--- src/rtl/reflet_uart_pkg.sv ---
// reflet_uart_pkg: register offsets, STATUS bit positions and FSM
// encodings shared by the reflet UART with FIFOs.
package reflet_uart_pkg;

    localparam logic [2:0] REG_TXDATA = 3'd0;
    localparam logic [2:0] REG_RXDATA = 3'd1;
    localparam logic [2:0] REG_STATUS = 3'd2;
    localparam logic [2:0] REG_DIV    = 3'd3;
    localparam logic [2:0] REG_IRQEN  = 3'd4;

    localparam int STAT_TX_FULL  = 0;
    localparam int STAT_TX_EMPTY = 1;
    localparam int STAT_RX_EMPTY = 2;
    localparam int STAT_RX_FULL  = 3;
    localparam int STAT_OVERRUN  = 4;
    localparam int STAT_TX_BUSY  = 5;

    typedef enum logic [1:0] {
        TX_IDLE,
        TX_START,
        TX_DATA,
        TX_STOP
    } tx_state_t;

    typedef enum logic [1:0] {
        RX_IDLE,
        RX_START,
        RX_DATA,
        RX_STOP
    } rx_state_t;

endpackage

--- src/rtl/reflet_fifo.sv ---
// reflet_fifo: synchronous FIFO of 2**depth_log2 entries.
// Ports: clk, reset (sync, active-high), push/din, pop/dout (head, 0 when
// empty), full, empty. Push on full succeeds only if a pop frees a slot;
// pop on empty is ignored.
module reflet_fifo #(
    parameter int width      = 8,
    parameter int depth_log2 = 4
) (
    input  logic             clk,
    input  logic             reset,
    input  logic             push,
    input  logic             pop,
    input  logic [width-1:0] din,
    output logic [width-1:0] dout,
    output logic             full,
    output logic             empty
);
    localparam int DEPTH = 1 << depth_log2;
    localparam logic [depth_log2:0] CNT_FULL = {1'b1, {depth_log2{1'b0}}};

    logic [width-1:0]      mem_q [DEPTH];
    logic [depth_log2-1:0] wr_ptr_q, wr_ptr_d;
    logic [depth_log2-1:0] rd_ptr_q, rd_ptr_d;
    logic [depth_log2:0]   count_q, count_d;
    logic                  do_push, do_pop;

    assign empty   = (count_q == '0);
    assign full    = (count_q == CNT_FULL);
    assign do_pop  = pop && !empty;
    assign do_push = push && (!full || do_pop);
    assign dout    = empty ? '0 : mem_q[rd_ptr_q];

    always_comb begin
        wr_ptr_d = wr_ptr_q;
        rd_ptr_d = rd_ptr_q;
        count_d  = count_q;
        if (do_push) wr_ptr_d = wr_ptr_q + depth_log2'(1);
        if (do_pop) rd_ptr_d = rd_ptr_q + depth_log2'(1);
        if (do_push && !do_pop) begin
            count_d = count_q + (depth_log2 + 1)'(1);
        end else if (do_pop && !do_push) begin
            count_d = count_q - (depth_log2 + 1)'(1);
        end
    end

    always_ff @(posedge clk) begin
        if (reset) begin
            wr_ptr_q <= '0;
            rd_ptr_q <= '0;
            count_q  <= '0;
        end else begin
            wr_ptr_q <= wr_ptr_d;
            rd_ptr_q <= rd_ptr_d;
            count_q  <= count_d;
        end
    end

    always_ff @(posedge clk) begin
        if (do_push) mem_q[wr_ptr_q] <= din;
    end

endmodule

--- src/rtl/reflet_uart_fifo.sv ---
// reflet_uart_fifo: memory-mapped UART with TX/RX FIFOs, runtime baud
// divisor and line status, for the OR-combined reflet data bus.
// Ports: clk, reset (sync, active-high), enable/addr/write_en/data_in,
// data_out (0 when unselected), rx/tx (serial, idle high).
// Build option REFLET_UART_INTERRUPT_EN adds irq and the IRQEN register.
module reflet_uart_fifo
    import reflet_uart_pkg::*;
#(
    parameter int base_addr_size  = 15,
    parameter int base_addr       = 0,
    parameter int clk_freq        = 1000000,
    parameter int baud_rate       = 9600,
    parameter int fifo_depth_log2 = 4
) (
    input  logic                      clk,
    input  logic                      reset,
    input  logic                      enable,
    input  logic [base_addr_size-1:0] addr,
    input  logic                      write_en,
    input  logic [7:0]                data_in,
    output logic [7:0]                data_out,
    input  logic                      rx,
    output logic                      tx
`ifdef REFLET_UART_INTERRUPT_EN
    ,
    output logic                      irq
`endif
);
    localparam int DIV_INT = clk_freq / baud_rate - 1;
    localparam logic [15:0] DIV_RST = DIV_INT[15:0];
`ifdef REFLET_UART_INTERRUPT_EN
    localparam int NUM_REGS = 5;
`else
    localparam int NUM_REGS = 4;
`endif
    localparam logic [base_addr_size-1:0] BASE = base_addr[base_addr_size-1:0];
    localparam logic [base_addr_size-1:0] NREGS = NUM_REGS[base_addr_size-1:0];

    // Bus decode; addresses below base wrap to large offsets and miss.
    logic [base_addr_size-1:0] off;
    logic [2:0] off3;
    logic sel, acc_start, acc_wr, acc_rd;

    assign off  = addr - BASE;
    assign off3 = off[2:0];
    assign sel  = enable && (off < NREGS);

    logic       prev_sel_q, prev_sel_d;
    logic [2:0] prev_off_q, prev_off_d;
    logic       prev_we_q, prev_we_d;

    // Side effects fire only on the first cycle of a held access.
    assign acc_start = sel && (!prev_sel_q || prev_off_q != off3
                               || prev_we_q != write_en);
    assign acc_wr = acc_start && write_en;
    assign acc_rd = acc_start && !write_en;

    logic tx_push, tx_pop, tx_full, tx_empty;
    logic rx_push, rx_pop, rx_full, rx_empty, rx_drop;
    logic [7:0] tx_dout, rx_dout;
    logic stat_rd, div_wr, tx_busy;

    assign tx_push = acc_wr && off3 == REG_TXDATA;
    assign rx_pop  = acc_rd && off3 == REG_RXDATA;
    assign stat_rd = acc_rd && off3 == REG_STATUS;
    assign div_wr  = acc_wr && off3 == REG_DIV;
    assign rx_drop = rx_push && rx_full && !rx_pop;

    logic [15:0] divisor_q, divisor_d;
    logic div_hi_q, div_hi_d;
    logic overrun_q, overrun_d;

    always_comb begin
        divisor_d  = divisor_q;
        div_hi_d   = div_hi_q;
        overrun_d  = overrun_q;
        prev_sel_d = sel;
        prev_off_d = off3;
        prev_we_d  = write_en;
        if (div_wr) begin
            if (div_hi_q) divisor_d[15:8] = data_in;
            else divisor_d[7:0] = data_in;
            div_hi_d = !div_hi_q;
        end
        if (stat_rd) overrun_d = 1'b0;
        if (rx_drop) overrun_d = 1'b1;
    end

    always_ff @(posedge clk) begin
        if (reset) begin
            divisor_q  <= DIV_RST;
            div_hi_q   <= 1'b0;
            overrun_q  <= 1'b0;
            prev_sel_q <= 1'b0;
            prev_off_q <= '0;
            prev_we_q  <= 1'b0;
        end else begin
            divisor_q  <= divisor_d;
            div_hi_q   <= div_hi_d;
            overrun_q  <= overrun_d;
            prev_sel_q <= prev_sel_d;
            prev_off_q <= prev_off_d;
            prev_we_q  <= prev_we_d;
        end
    end

    // Transmitter: the divisor is latched per frame so DIV writes
    // only affect the next frame.
    tx_state_t   tx_state_q;
    logic        tx_q;
    logic [15:0] tx_cnt_q, tx_div_q;
    logic [2:0]  tx_idx_q;
    logic [7:0]  tx_shift_q;
    logic        tx_bit_end;

    assign tx_bit_end = (tx_cnt_q == '0);
    assign tx_pop = !tx_empty && (tx_state_q == TX_IDLE
                    || (tx_state_q == TX_STOP && tx_bit_end));
    assign tx_busy = (tx_state_q != TX_IDLE) || !tx_empty;
    assign tx = tx_q;

    always_ff @(posedge clk) begin
        if (reset) begin
            tx_state_q <= TX_IDLE;
            tx_q       <= 1'b1;
            tx_cnt_q   <= '0;
            tx_div_q   <= DIV_RST;
            tx_idx_q   <= '0;
            tx_shift_q <= '0;
        end else begin
            tx_cnt_q <= tx_cnt_q - 16'd1;
            unique case (tx_state_q)
                TX_IDLE, TX_STOP: begin
                    if (tx_pop) begin
                        tx_state_q <= TX_START;
                        tx_q       <= 1'b0;
                        tx_cnt_q   <= divisor_q;
                        tx_div_q   <= divisor_q;
                        tx_shift_q <= tx_dout;
                    end else if (tx_state_q == TX_STOP && tx_bit_end) begin
                        tx_state_q <= TX_IDLE;
                    end
                end
                TX_START: begin
                    if (tx_bit_end) begin
                        tx_state_q <= TX_DATA;
                        tx_q       <= tx_shift_q[0];
                        tx_shift_q <= tx_shift_q >> 1;
                        tx_cnt_q   <= tx_div_q;
                        tx_idx_q   <= '0;
                    end
                end
                TX_DATA: begin
                    if (tx_bit_end) begin
                        tx_cnt_q <= tx_div_q;
                        if (tx_idx_q == 3'd7) begin
                            tx_state_q <= TX_STOP;
                            tx_q       <= 1'b1;
                        end else begin
                            tx_q       <= tx_shift_q[0];
                            tx_shift_q <= tx_shift_q >> 1;
                            tx_idx_q   <= tx_idx_q + 3'd1;
                        end
                    end
                end
            endcase
        end
    end

    // Receiver: 2-flop synchroniser, falling-edge start detect,
    // start bit rechecked half a bit later to reject glitches.
    rx_state_t   rx_state_q;
    logic        rx_meta_q, rx_sync_q, rx_prev_q;
    logic [15:0] rx_cnt_q, rx_div_q;
    logic [2:0]  rx_idx_q;
    logic [7:0]  rx_shift_q;
    logic        rx_bit_end;

    assign rx_bit_end = (rx_cnt_q == '0);
    assign rx_push = rx_state_q == RX_STOP && rx_bit_end && rx_sync_q;

    always_ff @(posedge clk) begin
        if (reset) begin
            rx_meta_q  <= 1'b1;
            rx_sync_q  <= 1'b1;
            rx_prev_q  <= 1'b1;
            rx_state_q <= RX_IDLE;
            rx_cnt_q   <= '0;
            rx_div_q   <= DIV_RST;
            rx_idx_q   <= '0;
            rx_shift_q <= '0;
        end else begin
            rx_meta_q <= rx;
            rx_sync_q <= rx_meta_q;
            rx_prev_q <= rx_sync_q;
            rx_cnt_q  <= rx_cnt_q - 16'd1;
            unique case (rx_state_q)
                RX_IDLE: begin
                    if (rx_prev_q && !rx_sync_q) begin
                        rx_state_q <= RX_START;
                        rx_cnt_q   <= divisor_q >> 1;
                        rx_div_q   <= divisor_q;
                    end
                end
                RX_START: begin
                    if (rx_bit_end) begin
                        if (rx_sync_q) begin
                            rx_state_q <= RX_IDLE;
                        end else begin
                            rx_state_q <= RX_DATA;
                            rx_cnt_q   <= rx_div_q;
                            rx_idx_q   <= '0;
                        end
                    end
                end
                RX_DATA: begin
                    if (rx_bit_end) begin
                        rx_shift_q <= {rx_sync_q, rx_shift_q[7:1]};
                        rx_cnt_q   <= rx_div_q;
                        if (rx_idx_q == 3'd7) rx_state_q <= RX_STOP;
                        else rx_idx_q <= rx_idx_q + 3'd1;
                    end
                end
                RX_STOP: begin
                    if (rx_bit_end) rx_state_q <= RX_IDLE;
                end
            endcase
        end
    end

    reflet_fifo #(
        .width     (8),
        .depth_log2(fifo_depth_log2)
    ) u_tx_fifo (
        .clk  (clk),
        .reset(reset),
        .push (tx_push),
        .pop  (tx_pop),
        .din  (data_in),
        .dout (tx_dout),
        .full (tx_full),
        .empty(tx_empty)
    );

    reflet_fifo #(
        .width     (8),
        .depth_log2(fifo_depth_log2)
    ) u_rx_fifo (
        .clk  (clk),
        .reset(reset),
        .push (rx_push),
        .pop  (rx_pop),
        .din  (rx_shift_q),
        .dout (rx_dout),
        .full (rx_full),
        .empty(rx_empty)
    );

    logic [7:0] status;

    always_comb begin
        status = '0;
        status[STAT_TX_FULL]  = tx_full;
        status[STAT_TX_EMPTY] = tx_empty;
        status[STAT_RX_EMPTY] = rx_empty;
        status[STAT_RX_FULL]  = rx_full;
        status[STAT_OVERRUN]  = overrun_q;
        status[STAT_TX_BUSY]  = tx_busy;
    end

`ifdef REFLET_UART_INTERRUPT_EN
    logic [2:0] irq_en_q, irq_en_d;
    logic irq_q, irq_d;

    always_comb begin
        irq_en_d = irq_en_q;
        if (acc_wr && off3 == REG_IRQEN) irq_en_d = data_in[2:0];
        irq_d = |(irq_en_q & {overrun_q, tx_empty, !rx_empty});
    end

    always_ff @(posedge clk) begin
        if (reset) begin
            irq_en_q <= '0;
            irq_q    <= 1'b0;
        end else begin
            irq_en_q <= irq_en_d;
            irq_q    <= irq_d;
        end
    end

    assign irq = irq_q;
`endif

    always_comb begin
        data_out = '0;
        if (sel) begin
            case (off3)
                REG_RXDATA: data_out = rx_dout;
                REG_STATUS: data_out = status;
                REG_DIV: data_out = div_hi_q ? divisor_q[15:8] : divisor_q[7:0];
`ifdef REFLET_UART_INTERRUPT_EN
                REG_IRQEN: data_out = {5'd0, irq_en_q};
`endif
                default: data_out = '0;
            endcase
        end
    end

endmodule

--- config.mk ---
export PLATFORM = sky130hd
export DESIGN_NAME = reflet_uart_fifo
export DESIGN_NICKNAME = d
export VERILOG_FILES = /design/src/rtl/reflet_uart_pkg.sv /design/src/rtl/reflet_fifo.sv /design/src/rtl/reflet_uart_fifo.sv
export SDC_FILE = /design/constraint.sdc
export NUM_CORES = 1
export LEC_CHECK = 0
export ABC_CLOCK_PERIOD_IN_PS = 10800
export CAP_MARGIN = 40
export CORE_MARGIN = 3
export CORE_UTILIZATION = 60
export DETAILED_ROUTE_END_ITERATION = 10
export DONT_BUFFER_PORTS = 1
export PLACE_DENSITY = 0.72
export SYNTH_ARGS = -nofsm -noshare
export SYNTH_HDL_FRONTEND = slang
export SYNTH_HIERARCHICAL = 1
export SYNTH_SLANG_ARGS = --single-unit
--- constraint.sdc ---
create_clock -name clk -period 10.8 [get_ports clk]
set_clock_uncertainty 0.2 [all_clocks]
set_input_delay 1.08 -clock clk [delete_from_list [all_inputs] [get_ports clk]]
set_output_delay 1.08 -clock clk [all_outputs]
set_load 0.01 [all_outputs]
==> Yosys cells after proc, flatten, opt, wreduce, memory -nomap -nowiden <==
Memories as Yosys holds them, arrays and structs flattened. A register that Yosys moved wholly into a read port is not among the register bits.
Cells that the tools add are included.
Widths: inputs -> output; s select.
{ "classes": {"n_addsub": 12, "n_lt_le_gt_ge": 1, "eq_ne": 28, "mux": 59, "bitwise": 1, "n_reduce_logical": 68} }
{ "ops": {"columns": ["operator", "n"], "rows": [
  ["$mux 16", 6],
  ["$mux 8", 8],
  ["$pmux 16 s3", 1],
  ["$pmux 8 s3", 2],
  ["$logic_not 16->1", 2],
  ["$pmux 16 s2", 1],
  ["$sub 16x1->16 const B", 2],
  ["$logic_and 1x1->1", 23],
  ["$mux 2", 11],
  ["$ne 2x2->1 const B", 11],
  ["$mux 3", 7],
  ["$mux 5", 4],
  ["$add 4x1->4 const B", 4],
  ["$mux 4", 4],
  ["$lt 15x3->1 const B", 1],
  ["$logic_not 1->1", 13],
  ["$pmux 3 s2", 2],
  ["$reduce_and 4->1", 3],
  ["$reduce_bool 2->1", 6],
  ["$add 5x1->5 const B", 2],
  ["$eq 5x5->1 const B", 2],
  ["$logic_not 5->1", 2],
  ["$mux 1", 10],
  ["$reduce_and 2->1", 5],
  ["21 further kinds", 37]
]} }
{ "totals": {"ff_bits": 143, "ramBits": 256, "inputBits": 28, "output_inout_bits": 9, "word_cells": 198, "mem_count": 2} }
{ "mem_list": {"columns": ["name", "depth", "word_bits", "read_ports", "rd_ports_with_merged_regs", "write_ports", "line_no", "rtl"], "rows": [
  ["u_rx_fifo.mem_q", 16, 8, 1, 1, 1, "reflet_fifo.sv:21", "logic [width-1:0] mem_q [DEPTH];"],
  ["u_tx_fifo.mem_q", 16, 8, 1, 1, 1, "reflet_fifo.sv:21", null]
]} }

==> Depth between registers and ports, before layout <==
Gate-level depths: netlist (run 1).
{ "logic_depth": {"word_depth": 13, "ltp_mapped": 14, "ltp_nobuf": 14} }

==> Hierarchy <==
Netlist (run 1), hierarchy kept.
{ "by_module_without_submodules": {"columns": ["module", "n_inst", "cells_per_inst", "area_each_um2", "seq_area_each_um2"], "rows": [
  ["reflet_fifo", 2, 317, 5893.2, 4184.0],
  ["reflet_uart_fifo", 1, 667, 5670.4, 2342.2]
]} }

==> Least setup slack after synthesis (run 1) <==
OpenSTA, ideal clock, no wires.
{ "synth_timing": {"kind": "input -> register", "start": "input addr[2]", "end": "register u_rx_fifo.count_q[4]", "setup_ns": 0.121, "t_arrival_ns": 3.930, "t_required_ns": 10.479, "setup_slack_ns": 6.549, "stages": 14, "path_buffers": 1, "cell_sequence": "buf_2 -> nor4_1 -> and4_1 -> o21ai_0 -> nor3_1 -> nor2b_1 -> a21boi_2 -> ha_1 -> inv_1 -> fa_1 -> nand3_1 -> a211oi_1 -> a31oi_1 -> mux2_2"} }
{ "synth_via": {"elab_chain_len": 12} }
{ "synth_rtl": {"columns": ["element", "line_no", "rtl"], "rows": [
  ["from (decl)", "reflet_uart_fifo.sv:18", "input logic [base_addr_size-1:0] addr,"],
  ["parallel branches: the longest is 5 deep, another holds $lt 15x3->1", null, null],
  ["$logic_and 1x1->1 (*)", "reflet_uart_fifo.sv:64", "assign rx_pop = acc_rd && off3 == REG_RXDATA;"],
  ["net rx_pop", "reflet_uart_fifo.sv:59", "logic rx_push, rx_pop, rx_full, rx_empty, rx_drop;"],
  ["$logic_and 1x1->1 (*)", "reflet_fifo.sv:29", "assign do_pop = pop && !empty;"],
  ["$logic_or 1x1->1 (*)", "reflet_fifo.sv:30", "assign do_push = push && (!full || do_pop);"],
  ["$logic_and 1x1->1 (*)", "reflet_fifo.sv:30", null],
  ["net u_rx_fifo.do_push", "reflet_fifo.sv:25", "logic do_push, do_pop;"],
  ["$logic_not 1->1", "reflet_fifo.sv:41", "end else if (do_pop && !do_push) begin"],
  ["$logic_and 1x1->1", "reflet_fifo.sv:41", null],
  ["$reduce_bool 2->1 (no line)", null, null],
  ["to (signal assigned)", "reflet_fifo.sv:54", "count_q <= count_d;"],
  ["to (decl)", "reflet_fifo.sv:24", "logic [depth_log2:0] count_q, count_d;"]
]} }
Mark *: on every way through the listed nets, which the timed path passes.
A chain may end at the register's enable or synchronous reset.

==> Final worst setup path (run 1) <==
{ "layout_timing": {"start": "register rx_cnt_q[0]", "end": "register u_rx_fifo.count_q[4]"} }
{ "layout_via": {"elab_chain_len": 7} }
{ "layout_rtl": {"columns": ["element", "line_no", "rtl"], "rows": [
  ["from (decl)", "reflet_uart_fifo.sv:174", "logic [15:0] rx_cnt_q, rx_div_q;"],
  ["from (signal assigned)", "reflet_uart_fifo.sv:196", "rx_cnt_q <= rx_cnt_q - 16'd1;"],
  ["from (signal assigned)", "reflet_uart_fifo.sv:201", "rx_cnt_q <= divisor_q >> 1;"],
  ["from (signal assigned)", "reflet_uart_fifo.sv:211", "rx_cnt_q <= rx_div_q;"],
  ["$logic_not 16->1 (*)", "reflet_uart_fifo.sv:179", "assign rx_bit_end = (rx_cnt_q == '0);"],
  ["$logic_and 1x1->1 (*) (2 in series)", "reflet_uart_fifo.sv:180", "assign rx_push = rx_state_q == RX_STOP && rx_bit_end && rx_sync_q;"],
  ["net rx_push", "reflet_uart_fifo.sv:59", null],
  ["$logic_and 1x1->1 (*)", "reflet_fifo.sv:30", null],
  ["net u_rx_fifo.do_push", "reflet_fifo.sv:25", null],
  ["$logic_not 1->1", "reflet_fifo.sv:41", null],
  ["$logic_and 1x1->1", "reflet_fifo.sv:41", null],
  ["$reduce_bool 2->1 (no line)", null, null]
]} }
The timed path passes the listed nets; every way through them passes the cells marked *.

==> results.yml, run 1 <==
worst_setup_path:
  end_kind: "flop"
  r2r-end: "u_rx_fifo/count_q[4]"
  reg2reg_slack_ns: 6.15
  worstPathMaxFanout: 6
  critPathKind: "flop to flop"
  required_ns: 11.02
  worstRegToRegCells: 13
  cp.arrival_ns: 4.86
  critPathLaunchType: "flop"
  reg2reg_from: "rx_cnt_q[0]"
cells_and_area:
  diodes: 0
  final_common_cell: "edfxtp_1"
  fin_cells: 1701
  area_growth_pct: 9.103
  nets: 1352
  multi_input_area_um2: 6277
  drive_gt1_frac: 0.1240
  fillers: 2032
  final_cell_mix: "edfxtp_1 (256), dfxtp_1 (151), nand2_1 (135), nor2_1 (111), mux2i_1 (58)"
  seq_area_um2: 10710
floorplanning:
  dieArea_um2: 31180
  core_um2: 28240
  ios: 37
  rows: 61
  die_height_um: 176.6
  initial_utilization: 0.6182
  die_w_um: 176.6
clock_tree:
  clkSlewWorstSetupHoldPaths_ns: 0.06
  h-tree-depth: 2
  ctsHoldBuffers: 0
  clock_sinks: 407
  cts-root-buf: "clkbuf_16"
  cts_buffer_depth: 3
  cts_tree: "done"
  cts_resized: 0
  cts-buffers-inserted: 41
  worstSkewPairLatency_ns: 0.53
  post_cts_buffers: 0
sta:
  fin_crit_ns: 4.646
  fmax_mhz: 215.2
  drv_slew: 0
  finalHoldViolations: 0
  timing.slew.headroom: 0.3716
  final-setup-viol-count: 0
  tightest_slew_ns: 0.9391
  hold_ws_ns: 0.2400
  fin_crit_sh: 0.4302
  grt_setup_unrepaired: "false"
  tns_ns: 0
synthesis:
  syn_inst: 1301
  muxShareOfSynthArea: 0.1216
  ys_types: 75
  synth_top_family_by_area: "multiplexers"
  syn_area_per_cell_um2: 13.42
  synthArstFlopShare: 0
  yosysSeqAreaShare: 0.6135
  synth_area_um2: 17460
  synth_compound_area_frac: 0.07769
  ys_warn_count: 6
  synth-edff-count: 256
  synth_fp_nets: 1360
  synthAdderAreaFrac: 0.02308
  synth_simple_gate_area_frac: 0.1149
  synth_ff_type: "edfxtp_1"
  synth_seq_cells: 407
  synth_xor_area_frac: 0.02157
global_route:
  grt_max_degree: 153
  grt_pass1_wl_mm: 57.21
  grt_use_total: 0.2363
  grt_pass1_vias: 10260
  antenna_found_initial: 0
  overflow: 0
pwr:
  power_density_nw_per_um2: 192.9
  vdd_drop_max_v: 0.0001451
  power.leakage_nw: 6.351
min_path:
  hold_start: "rx_meta_q"
  hold_path_class: "flop to flop"
  hold_depth: 1
  min_to: "rx_sync_q"
detailed_routing:
  wire_per_inst_um: 21.32
  vias_per_cell: 6.101
  antenna_left: 0
  first_iter_violations: 1002
  first_pass_iters: 5
  drt_drc_violations_left: 0
  vias: 10380
  wl_mm: 36.26
outcome:
  status: "completed"
placed_design:
  post-dp-hpwl_mm: 23.47
  place_inst: 1628
  gp_congestion: 0.8002
  io_buffers: 0
job:
  maxCapViolations: 0
## metrics by stage
step | utilization | instance area [um^2] | total power (W) | worst slack [ns]
2_1_floorplan | - | 17460 | 0.002181 | 6.549
3_3_place_gp | 0.6240 | 17620 | 0.002248 | 5.907
3_5_place_dp | 0.6264 | 17690 | 0.002265 | 5.761
4_1_cts | 0.6744 | 19050 | 0.003698 | 6.169
5_1_grt | 0.6744 | 19050 | 0.003828 | 5.903
6_report | 0.6744 | 19050 | 0.003674 | 6.154
## cells in the mapped netlist, types with 5 or more instances
cell	n	area, um^2
buf_4	9	67.56
nor2b_1	34	212.7
a22oi_1	5	37.54
nand2b_1	11	68.82
inv_1	17	63.81
buf_6	5	56.30
mux2i_1	58	580.6
xor2_1	25	219.0
and2_1	10	62.56
buf_2	16	80.08
nand3_1	10	50.05
xnor2_1	18	157.7
ha_1	29	362.9
o22ai_1	12	75.07
a21o_1	5	37.54
o21ai_0	11	55.05
dfxtp_1	151	3023
clkbuf_1	37	138.9
nor4_1	15	93.84
o211ai_1	8	60.06
a31oi_1	24	150.1
or3_1	7	43.79
nand2_1	135	506.7
a211oi_1	45	337.8
nor3_1	19	95.09
a21oi_1	48	240.2
edfxtp_1	256	7687
mux4_2	46	1036
a211o_1	5	43.79
a21boi_0	6	45.04
nor2_1	111	416.7
mux4_1	18	473.0
nand4_1	10	62.56
## cells by family (layout without fill, tap and decap cells)
family / count (synthesis) / in the layout
AO/OA/AOI/OAI: 198 / 198
XOR/XNOR: 43 / 43
adder cells (fa/ha/maj): 31 / 31
buffers and inverters: 91 / 113
flip-flops: 407 / 407
multiplexers: 125 / 125
AND/OR/NAND/NOR: 406 / 406
## how the worst max path moves through the flow
stage	start	end	slack, ns	cells past startpoint
2_1_floorplan	addr[2]	u_rx_fifo/count_q[4]	6.55	14
3_3_place_gp	addr[10]	u_rx_fifo/count_q[4]	5.91	13
3_5_place_dp	addr[10]	u_rx_fifo/count_q[4]	5.76	13
4_1_cts	rx_cnt_q[0]	u_rx_fifo/count_q[4]	6.17	13
5_1_grt	rx_cnt_q[0]	u_rx_fifo/count_q[4]	5.90	13
6_report	rx_cnt_q[0]	u_rx_fifo/count_q[4]	6.15	13
## per-layer routing
layer  up-vias  part of all wire  track usage
met5         -                 0            0
met4         0             0.023      0.06547
met3        60             0.049      0.03720
met2       259              0.50       0.4065
met1      5163              0.42       0.3158
li1       4895                 -            -
## critical path, stage by stage (launching register included)
cell      delay, ns
dfxtp_1        0.32
inv_1          0.07
ha_1           0.21
or4b_1         0.60
or3_4          0.47
nor3_1         0.66
a21boi_2       0.50
ha_1           0.24
inv_1          0.10
ha_1           0.33
a21oi_1        0.21
a211oi_1       0.11
a31oi_1        0.16
mux2_2         0.35
## final cells by class
class                      count  share of cell area
tap                          378             0.02483
multi-input combinational    803              0.3296
clock inverter                19             0.01320
timing repair buffer          23            0.008672
clock buffer                  54             0.05801
sequential                   407              0.5623
inverter                      17            0.003350
## where the power goes
part           leakage (nW)  switching (W)  internal, W
Combinational          2.12       0.000271     0.000210
Clock                 0.666       0.000570     0.000864
Sequential             3.56      0.0000592      0.00170
Total                  6.35       0.000900      0.00277
## state kept, by name, indices dropped and copies added, names as in the netlist, 2 cells and up, named ones only
register	cells
tx_idx_q	3
prev_off_q	3
u_tx_fifo/count_q	5
u_tx_fifo/rd_ptr_q	4
u_tx_fifo/wr_ptr_q	4
u_rx_fifo/rd_ptr_q	4
tx_state_q	2
u_rx_fifo/wr_ptr_q	4
tx_div_q	16
u_rx_fifo/mem_q	128
rx_idx_q	3
rx_cnt_q	16
u_tx_fifo/mem_q	128
tx_cnt_q	16
u_rx_fifo/count_q	5
rx_shift_q	8
tx_shift_q	8
divisor_q	16
rx_div_q	16
Power figures use the tool's default switching activity.
==> run 2: changes to the inputs <==
--- a/config.mk
+++ b/config.mk
@@ -5,7 +5,7 @@
 export SDC_FILE = /design/constraint.sdc
 export NUM_CORES = 1
 export LEC_CHECK = 0
-export ABC_CLOCK_PERIOD_IN_PS = 10800
+export ABC_CLOCK_PERIOD_IN_PS = 4400
 export CAP_MARGIN = 40
 export CORE_MARGIN = 3
 export CORE_UTILIZATION = 60
==> constraint.sdc (replaced) <==
create_clock -name clk -period 4.4 [get_ports clk]
set_clock_uncertainty 0.2 [all_clocks]
set_input_delay 0.44 -clock clk [delete_from_list [all_inputs] [get_ports clk]]
set_output_delay 0.44 -clock clk [all_outputs]
set_load 0.01 [all_outputs]
==> run 2 against run 1 <==
  * First-iteration DRC count is 19% lower
  * Power is 150% higher
  * Fmax is 16% higher
  * Largest cell class unchanged
==> results.yml, run 2 (synthesized netlist as in run 1, its figures left out) <==
outcome:
  status: "completed"
global_route:
  grt_max_degree: 145
  grt_pass1_wl_mm: 60.13
  met1_usage: 0.3244
  grt_use_met3: 0.03462
  grt_use_total: 0.2479
  antenna_found_initial: 1
  busiest_layer: "met2"
  grt_use_met2: 0.4310
  overflow: 0
  grt_pass1_vias: 10770
detailed_routing:
  drt_drc_violations_left: 0
  first_pass_iters: 5
  vias_per_cell: 6.124
  wire_per_inst_um: 21.75
  first_iter_violations: 809
  antenna_left: 0
  wl_mm: 37.82
  vias: 10650
clock_tree:
  cts-root-buf: "clkbuf_16"
  cts_buffer_depth: 3
  clkSlewWorstSetupHoldPaths_ns: 0.06
  cts_tree: "done"
  cts-buffers-inserted: 42
  h-tree-depth: 2
  clock_sinks: 407
  post_cts_buffers: 0
  worstSkewPairLatency_ns: 0.54
pwr:
  vdd_drop_max_v: 0.0003781
  power.leakage_nw: 6.555
  power_density_nw_per_um2: 467.6
sta:
  finalHoldViolations: 0
  fin_crit_ns: 4.018
  final-setup-viol-count: 0
  tns_ns: 0
  setup_slack_ns: 0.3818
  drv_slew: 0
  fmax_mhz: 248.9
  tightest_slew_ns: 0.8578
  grt_setup_unrepaired: "false"
  fin_crit_sh: 0.9132
  timing.slew.headroom: 0.4260
min_path:
  hold_depth: 2
  hold_path_class: "primary input to flop"
  hold_start: "reset"
  min_to: "rx_cnt_q[9]"
worst_setup_path:
  critPathLaunchType: "flop"
  worstPathMaxFanout: 6
  critPathKind: "flop to flop"
  r2r-end: "u_tx_fifo/count_q[4]"
  required_ns: 4.61
  reg2reg_from: "tx_cnt_q[0]"
  cp.arrival_ns: 4.23
  reg2reg_slack_ns: 0.38
  worstRegToRegCells: 14
  end_kind: "flop"
placed_design:
  gp_congestion: 0.8113
  dp_slack_ns: 0.4137
  io_buffers: 0
  post-dp-hpwl_mm: 24.57
cells_and_area:
  final_cell_mix: "edfxtp_1 (256), dfxtp_1 (151), nand2_1 (135), nor2_1 (111), mux2i_1 (58)"
  drive_gt1_frac: 0.1374
  diodes: 0
  top_regs: "u_rx_fifo/mem_q x128, u_tx_fifo/mem_q x128"
  final_common_cell: "edfxtp_1"
  area_growth_pct: 11.26
  nets: 1389
job:
  maxCapViolations: 0
floorplanning:
  dieArea_um2: 31180
  core_um2: 28240
  ios: 37
  die_w_um: 176.6
  initial_utilization: 0.6182
  rows: 61
  die_height_um: 176.6
[run 2: changes by cell type in the layout (fill, tap and decap cells not counted), moves of 3 or more]
| cell | delta |
|---|---|
| buf_2 | -4 |
| buf_4 | +22 |
| clkbuf_1 | -3 |
| clkinv_1 | +3 |
| clkinv_2 | +4 |
| dlygate4sd3_1 | +14 |
[run 2: stage by stage]
stage          hold WS, ns  power (W)  instance area (um^2)  std cells    util
3_3_place_gp        0.1946   0.005538                 17840       1646  0.6317
5_1_grt            0.07258   0.009461                 19420       1739  0.6878
4_1_cts            0.06320   0.009139                 19420       1739  0.6878
2_1_floorplan       0.1895   0.005353                 17460       1301       -
3_5_place_dp        0.2224   0.005565                 17880       1649  0.6331
6_report           0.06959   0.009081                 19420       1739  0.6878
[run 2: layer usage]
layer,vias to the layer above,routed length [um]
met5,-,0
met4,0,1137
met3,67,2244
met2,317,19170
met1,5292,15270
li1,4974,-
[run 2: repair_timing]
item	4_1_cts	5_1_grt
hold buffers	15	0
gates resized for setup	0	0
hold endpoints to repair	275	0
[run 2: final cells by class]
cell class                      instances  area [um^2]
Sequential cell                       407        10710
Fill cell                            1945         8817
Multi-Input combinational cell        803         6271
Clock buffer                           51         1116
Timing Repair Buffer                   59        529.3
Tap cell                              378        473.0
Clock inverter                         24        259.0
Inverter                               17        63.81
[run 2: how the worst max path moves through the flow]
stage | slack, ns | cells past startpoint | start | end
floorplan | 0.58 | 14 | rx_cnt_q[0] | u_rx_fifo/count_q[4]
global placement | 0.54 | 14 | tx_cnt_q[0] | u_tx_fifo/count_q[4]
detailed placement | 0.41 | 14 | tx_cnt_q[0] | u_tx_fifo/count_q[4]
CTS | 0.40 | 14 | tx_cnt_q[0] | u_tx_fifo/count_q[4]
global route | 0.06 | 13 | tx_state_q[0] | u_tx_fifo/count_q[4]
finish | 0.38 | 14 | tx_cnt_q[0] | u_tx_fifo/count_q[4]
[run 2: critical path, cell delays in order (launching register included)]
cell and delay [ns]:
dfxtp_1 0.34, inv_1 0.11, ha_1 0.16, nor4b_1 0.44, nand4_1 0.30, a21oi_1 0.43, nor2b_1 0.15, a21boi_2 0.32
ha_1 0.22, inv_1 0.11, ha_1 0.34, a21oi_1 0.18, a211oi_1 0.10, a31oi_1 0.16, mux2_2 0.34
[run 2: where the power goes]
part / internal, W / switching [W]
Combinational: 0.000525 / 0.000719
Clock: 0.00210 / 0.00142
Sequential: 0.00417 / 0.000143
==> run 3: changes to the inputs <==
--- a/config.mk
+++ b/config.mk
@@ -5,7 +5,7 @@
 export SDC_FILE = /design/constraint.sdc
 export NUM_CORES = 1
 export LEC_CHECK = 0
-export ABC_CLOCK_PERIOD_IN_PS = 4400
+export ABC_CLOCK_PERIOD_IN_PS = 4300
 export CAP_MARGIN = 40
 export CORE_MARGIN = 3
 export CORE_UTILIZATION = 60
==> constraint.sdc (replaced) <==
create_clock -name clk -period 4.3 [get_ports clk]
set_clock_uncertainty 0.2 [all_clocks]
set_input_delay 0.43 -clock clk [delete_from_list [all_inputs] [get_ports clk]]
set_output_delay 0.43 -clock clk [all_outputs]
set_load 0.01 [all_outputs]
==> run 3 against run 2 <==
  * Worst hold slack got worse by 0.0015 ns
  * Critical path type unchanged
  * Die area unchanged
  * Register-to-register slack got worse by 0.05 ns
  * Non-clock buffer count decreased by 2
  * Final cell count increased by 0.12%
  * Largest cell class unchanged
  * Largest power group unchanged
  * Power increased by 2.8%
==> results.yml, run 3 (synthesized netlist as in run 1, its figures left out) <==
outcome:
  status: "completed"
clock_tree:
  clkSlewWorstSetupHoldPaths_ns: 0.06
  post_cts_buffers: 0
  worstSkewPairLatency_ns: 0.53
  cts_tree: "done"
  cts-buffers-inserted: 42
  cts_buffer_depth: 3
  cts_resized: 0
  clock_sinks: 407
  h-tree-depth: 2
  cts-root-buf: "clkbuf_16"
sta:
  fin_crit_sh: 0.9231
  fmax_mhz: 251.9
  timing.slew.headroom: 0.3950
  drv_slew: 0
  finalHoldViolations: 0
  hold_ws_ns: 0.06807
  setup_slack_ns: 0.3308
  final-setup-viol-count: 0
  tns_ns: 0
  tightest_slew_ns: 0.9006
  fin_crit_ns: 3.969
  grt_setup_unrepaired: "false"
cells_and_area:
  fillers: 1997
  area_growth_pct: 11.12
  final_cell_mix: "edfxtp_1 (256), dfxtp_1 (151), nand2_1 (135), nor2_1 (111), mux2i_1 (58)"
  seq_area_um2: 10710
  final_common_cell: "edfxtp_1"
  drive_gt1_frac: 0.1344
  multi_input_area_um2: 6271
  top_regs: "u_rx_fifo/mem_q x128, u_tx_fifo/mem_q x128"
  utilization: 0.6869
  nets: 1387
placed_design:
  dp_slack_ns: 0.3639
  post-dp-hpwl_mm: 24.28
  io_buffers: 0
  gp_congestion: 0.8196
pwr:
  vdd_drop_max_v: 0.0004174
  power_density_nw_per_um2: 481.1
  power.leakage_nw: 6.540
worst_setup_path:
  end_kind: "flop"
  crit_chain: "inv_1 -> ha_1 -> or4b_1 -> or3_4 -> nor3_1 -> buf_4 -> a21boi_2 -> ha_1 -> inv_1 -> fa_1 -> nand3_1 -> a211oi_1 -> a31oi_1 -> mux2_2"
  worstPathMaxFanout: 5
  required_ns: 4.51
  critPathLaunchType: "flop"
  cp_top_family: "simple AND/OR/NAND/NOR gates"
  cp.arrival_ns: 4.18
  cp_slowest_cell: "or4b_1"
  reg2reg_from: "rx_cnt_q[0]"
  cpPeakStageDelay_ns: 0.58
  critPathLaunch: "rx_cnt_q[0]"
  critPathKind: "flop to flop"
  path_buf_inv: 3
global_route:
  grt_max_degree: 144
  busiest_layer: "met2"
  grt_pass1_vias: 10490
  met1_usage: 0.3135
  grt_use_total: 0.2424
  overflow: 0
  grt_pass1_wl_mm: 58.66
  grt_use_met3: 0.03914
  antenna_found_initial: 2
  grt_use_met2: 0.4139
floorplanning:
  initial_utilization: 0.6182
  rows: 61
  ios: 37
  core_um2: 28240
  die_height_um: 176.6
  dieArea_um2: 31180
  die_w_um: 176.6
detailed_routing:
  wl_mm: 37.47
  antenna_left: 0
  wire_per_inst_um: 21.52
  vias: 10540
  first_pass_iters: 6
  vias_per_cell: 6.055
  drt_drc_violations_left: 0
  first_iter_violations: 793
job:
  maxCapViolations: 0
min_path:
  hold_path_class: "primary input to flop"
  hold_start: "reset"
## run 3: cell count changes in the layout (fill, tap and decap cells not counted), sizes merged
cell	before	now
clkdlybuf4s15	1	0
bufinv	5	4
clkbuf	51	62
buf	44	42
inv	17	18
diode	0	1
clkdlybuf4s18	0	1
clkinv	19	11
## run 3: final cells by class
cell class	count	share of cell area
diodes	1	0.0001290
well taps	378	0.02438
clock inverters	16	0.009223
inverters	17	0.003289
clock buffers	62	0.06237
repair buffers	57	0.02522
flip-flops and latches	407	0.5521
multi-input cells	803	0.3233
## run 3: path summary, 6_finish.rpt
path	end	cells past startpoint	slack, ns
min reg2reg	rx_sync_q	1	0.21
max	u_rx_fifo/count_q[4]	14	0.33
min	u_tx_fifo/count_q[3]	2	0.07
max reg2reg	u_rx_fifo/count_q[4]	14	0.33
## run 3: per-stage QoR
step,power (W),std cells,instance area (um^2)
global placement,0.005671,1645,17820
detailed placement,0.005707,1647,17840
floorplan,0.005477,1301,17460
global route,0.009711,1741,19400
finish,0.009333,1741,19400
CTS,0.009383,1740,19400
## run 3: layer usage
layer	wire [um]	up-vias
li1	-	4957
met3	1909	85
met1	15490	5214
met5	0	-
met4	1464	0
met2	18610	285
## run 3: timing repair
| item | 4_1_cts | 5_1_grt |
|---|---|---|
| hold endpoints to repair | 274 | 0 |
| hold buffers | 15 | 0 |
| endpoints found under the setup margin | 0 | 0 |
## run 3: power by group
group	total [W]	internal, W	switching [W]
Sequential	0.00442	0.00427	0.000147
Combinational	0.00129	0.000540	0.000745
Clock	0.00363	0.00219	0.00144
Total	0.00933	0.00700	0.00233
## run 3: worst register-to-register path: stages (launching register included)
cell and delay, ns:
dfxtp_1 0.32, inv_1 0.07, ha_1 0.19, or4b_1 0.58, or3_4 0.46, nor3_1 0.20, buf_4 0.19, a21boi_2 0.19
ha_1 0.19, inv_1 0.11, fa_1 0.43, nand3_1 0.13, a211oi_1 0.07, a31oi_1 0.18, mux2_2 0.35
==> RTL change 1, RTL diff (settings of run 2) <==
Change the parameter `base_addr_size` from 15 to 16.
--- a/src/rtl/reflet_uart_fifo.sv
+++ b/src/rtl/reflet_uart_fifo.sv
@@ -6,7 +6,7 @@
 module reflet_uart_fifo
     import reflet_uart_pkg::*;
 #(
-    parameter int base_addr_size  = 15,
+    parameter int base_addr_size  = 16,
     parameter int base_addr       = 0,
     parameter int clk_freq        = 1000000,
     parameter int baud_rate       = 9600,
Interface: changed (resized addr); port bits go from 37 to 38. No check against the original RTL was run, so the function may have changed too.
==> RTL change 1 against run 2 <==
Wire length is 0.39% higher; largest cell class unchanged; setup slack better by 0.24 ns; design area shrank 0.24%; synthesized cell count down 1.0%; total power down 4.6%; area after synthesis is 0.44% higher; global-route usage is 0.16 points higher; sequential cell count is the same; non-clock buffer count shrank 8; first-iteration DRC count is 23% higher.
==> RTL change 1: results (changes against run 2) <==
INFO  metric outcome = finished clean (unchanged)
INFO  metric antennaDiodeCount = 0 (unchanged)
INFO  metric first_pass_grt_wire_length = 60,000 um (was 60,100 um)
INFO  metric cts_setup_buffers = 0 (unchanged)
INFO  metric finalNonFillerCells = 1,718 (was 1,739)
INFO  metric worst_skew_pair.late_latency = 0.54 ns (about the same)
INFO  metric dp_cells = 1,629 (was 1,649)
INFO  metric worst-endpoint-arrival = 4.01 ns (was 4.23 ns)
INFO  metric grt_use_total = 0.249 (was 0.248)
INFO  metric place.detailed.hpwl = 24,500 um (was 24,600 um)
INFO  metric port_buffers = 0 (unchanged)
INFO  metric final_net_count = 1,370 (was 1,389)
INFO  metric gp_congestion = 0.851 (was 0.811)
INFO  metric antenna_found_initial = 0 (was 1)
INFO  metric worst_slew_margin_rel = 0.389 (was 0.426)
INFO  metric pg_seq = 4290 uW
INFO  metric drt_iter0_markers = 996 (was 809)
INFO  metric intPower = 6600 uW (was 6800 uW)
INFO  metric crit_family = simple AND/OR/NAND/NOR gates (was compound AO/OA/AOI/OAI gates)
INFO  metric netlist_instances = 1,288 (was 1,301)
INFO  metric clock_net_power = 3440 uW (was 3520 uW)
INFO  metric postCtsResizedCells = 0 (unchanged)
INFO  metric grt_pass1_vias = 10,635 (was 10,771)
INFO  metric post_drt_wl_per_cell = 22.1 um (was 21.7 um)
INFO  metric pre_cts_ws = 0.264 ns (was 0.414 ns)
INFO  metric cts_hold_buffers = 15 (unchanged)
INFO  metric routed_via_density = 6.13 (was 6.12)
INFO  metric htree_num_levels = 2 (unchanged)
INFO  metric yosys-top-cells-count = 256 x edfxtp_1, 151 x dfxtp_1, 119 x nand2_1 (was 256 x edfxtp_1, 151 x dfxtp_1, 135 x nand2_1)
INFO  metric ys_top_cells_by_area = edfxtp_1 44%, dfxtp_1 17%, mux4_2 5.9% (unchanged)
INFO  metric grt_start_max_net_pins = 120 (was 145)
INFO  metric ys_types = 80 (was 75)
INFO  metric total_of_fill_cells_in_the_finished_design = 1,950 (was 1,945)
INFO  metric top_fanout_value_on_the_critical_path = 6 (unchanged)
INFO  metric leakage = 0.00645 uW (was 0.00655 uW)
INFO  metric biggestRegsByFlops = u_rx_fifo/mem_q (128), u_tx_fifo/mem_q (128) (unchanged)
INFO  metric layout-drive-gt1-share = 0.133 (was 0.137)
INFO  metric powerDensity = 447 nW/um^2 (was 468 nW/um^2)
INFO  metric tritoncts.num_buffers = 41 (was 42)
INFO  metric placed_cell_area = 17,900 sq um (about the same)
INFO  metric critical_path.slowest_cell = nor4b_1 (unchanged)
INFO  metric cts_root_buffer = clkbuf_16 (unchanged)
INFO  metric synth-seq-area-share = 0.611 (was 0.614)
INFO  metric timing.fmax = 265 MHz (was 249 MHz)
INFO  metric critPathMaxStageDelay = 0.42 ns (was 0.44 ns)
INFO  metric ir_drop = 0.374 mV (was 0.378 mV)
[RTL change 1: changes by cell type in the layout (fill, tap and decap cells not counted), sizes merged, moves of 7 or more]
| cell | run 2 | this run |
|---|---|---|
| inv | 17 | 24 |
| buf | 44 | 37 |
| nor2b | 34 | 25 |
| nor3 | 19 | 31 |
| a211oi | 45 | 38 |
| nand2 | 136 | 121 |
| a221o | 2 | 13 |
| clkinv | 19 | 9 |
| o22ai | 12 | 5 |
| mux2i | 58 | 67 |
| clkbuf | 51 | 59 |
[RTL change 1: final timing paths]
kind          startpoint                   end  slack (ns)  cells after the start
max reg2reg  rx_cnt_q[0]  u_rx_fifo/count_q[4]        0.62                     14
min reg2reg    rx_meta_q             rx_sync_q        0.21                      1
max          rx_cnt_q[0]  u_rx_fifo/count_q[4]        0.62                     14
min              addr[3]            prev_sel_q        0.07                      3
[RTL change 1: area by class of cell]
type / instances / area [sq um] / share of cell area
clock buffer: 59 / 1170 / 0.0605
clock inverter: 15 / 171 / 0.00885
inverter: 21 / 78.8 / 0.00407
multi-input combinational: 787 / 6310 / 0.326
sequential: 407 / 10700 / 0.553
tap: 378 / 473 / 0.0244
timing repair buffer: 51 / 458 / 0.0236
[RTL change 1: logic make-up (layout without fill, tap and decap cells)]
group	after synthesis	after routing	synth area share
xor+xnor	45	45	0.0225
flops	407	407	0.611
buf+inv	94	146	0.0295
mux	133	133	0.126
simple gates	389	389	0.111
compound gates	188	188	0.0769
fa+ha+maj	32	32	0.0237
[RTL change 1: routing by layer]
layer / vias up / part of all wire / GRT usage
met2: 276 / 0.49 / 0.410
met1: 5233 / 0.42 / 0.334
met4: 0 / 0.038 / 0.0949
met5: - / 0 / 0
met3: 83 / 0.052 / 0.0463
li1: 4932 / - / -
==> RTL change 2, RTL diff (settings of run 2) <==
Made on the original files. Encoding of `rx_state_t`: now one-hot (4 bits for 4 states).
--- a/src/rtl/reflet_uart_pkg.sv
+++ b/src/rtl/reflet_uart_pkg.sv
@@ -22,11 +22,11 @@
         TX_STOP
     } tx_state_t;
 
-    typedef enum logic [1:0] {
-        RX_IDLE,
-        RX_START,
-        RX_DATA,
-        RX_STOP
+    typedef enum logic [3:0] {
+        RX_IDLE  = 4'b0001,
+        RX_START = 4'b0010,
+        RX_DATA  = 4'b0100,
+        RX_STOP  = 4'b1000
     } rx_state_t;
 
 endpackage
Check against the original RTL: no difference found for any inputs over 4 cycles, from zero or initial values and one cycle with reset high; so few cycles prove little.
==> RTL change 2 against run 2 <==
Via count grew 6.8%; design area grew 1.9%; wire length grew 5.6%; total power shrank 0.68%; sequential cell count grew 2; largest cell class unchanged; final cell count grew 3.1%; area after synthesis grew 2.9%; setup slack gained 0.058 ns.
==> RTL change 2: results (changes against run 2) <==
INFO  metric outcome = finished clean (unchanged)
INFO  metric grt_use_met3 = 0.0460 (was 0.0346)
INFO  metric total_of_fill_cells_in_the_finished_design = 2,024 (was 1,945)
INFO  metric timing.rr.start = rx_cnt_q[0] (was tx_cnt_q[0])
INFO  metric route.met2.wl = 19,800 um (was 19,200 um)
INFO  metric antennaDiodeCount = 1 (was 0)
INFO  metric first_pass_grt_wire_length = 62,700 um (was 60,100 um)
INFO  metric sequential_share_of_cell_area = 0.543 (was 0.551)
INFO  metric multi_input_area = 6620 sq um (was 6270 sq um)
INFO  metric nNonClkInverters = 29 (was 17)
INFO  metric share_of_synthesized_cell_area_in_full_adder_half_adder_and_majority_cells = 0.0224 (was 0.0231)
INFO  metric n_all_buffers = 52 (was 59)
INFO  metric timing.hold.ws = 0.0130 ns (was 0.0696 ns)
INFO  metric worst_slew_margin_rel = 0.420 (was 0.426)
INFO  metric ys_top_cells_by_area = edfxtp_1 43%, dfxtp_1 17%, mux4_2 5.8% (was edfxtp_1 44%, dfxtp_1 17%, mux4_2 5.9%)
INFO  metric detailroute.wirelength.met3 = 2380 um (was 2240 um)
INFO  metric clockBufferCount = 57 (was 51)
INFO  metric syn-mean-instance-area = 13.1 sq um (was 13.4 sq um)
INFO  metric leakage = 0.00644 uW (was 0.00655 uW)
INFO  metric ir_drop = 0.389 mV (was 0.378 mV)
INFO  metric routed_via_density = 6.34 (was 6.12)
INFO  metric dr_total_vias = 11,372 (was 10,650)
INFO  metric critPathMaxStageDelay = 0.49 ns (was 0.44 ns)
INFO  metric worstReg2RegEnd = u_rx_fifo/count_q[4] (was u_tx_fifo/count_q[4])
INFO  metric post_synth_xor_area_fraction = 0.0215 (was 0.0216)
INFO  metric grt_util_met1 = 0.338 (was 0.324)
## RTL change 2: cell types whose count changed after synthesis, sizes merged, moves of 15 or more
cell and change:
o21ai +39, nor2 -16, nand3 +38, mux2i -17, nand2 -63, nor3 +15
## RTL change 2: worst max path at each step
stage / from / endpoint / slack (ns) / depth (start not counted)
finish: rx_cnt_q[0] / u_rx_fifo/count_q[4] / 0.44 / 13
global placement: rx_cnt_q[0] / u_rx_fifo/count_q[4] / 0.59 / 13
detailed placement: rx_cnt_q[0] / u_rx_fifo/count_q[4] / 0.48 / 13
global route: rx_cnt_q[0] / u_rx_fifo/count_q[4] / 0.14 / 13
CTS: rx_cnt_q[0] / u_rx_fifo/count_q[4] / 0.46 / 13
floorplan: u_tx_fifo/count_q[0] / u_tx_fifo/count_q[4] / 0.39 / 15
## RTL change 2: report_power, final
group	total, uW	switching, uW	leakage [uW]	internal [uW]
combinational	1230	768	0.00221	457
sequential	4290	124	0.00358	4170
clock	3500	1470	0.000651	2030
total	9020	2370	0.00644	6650
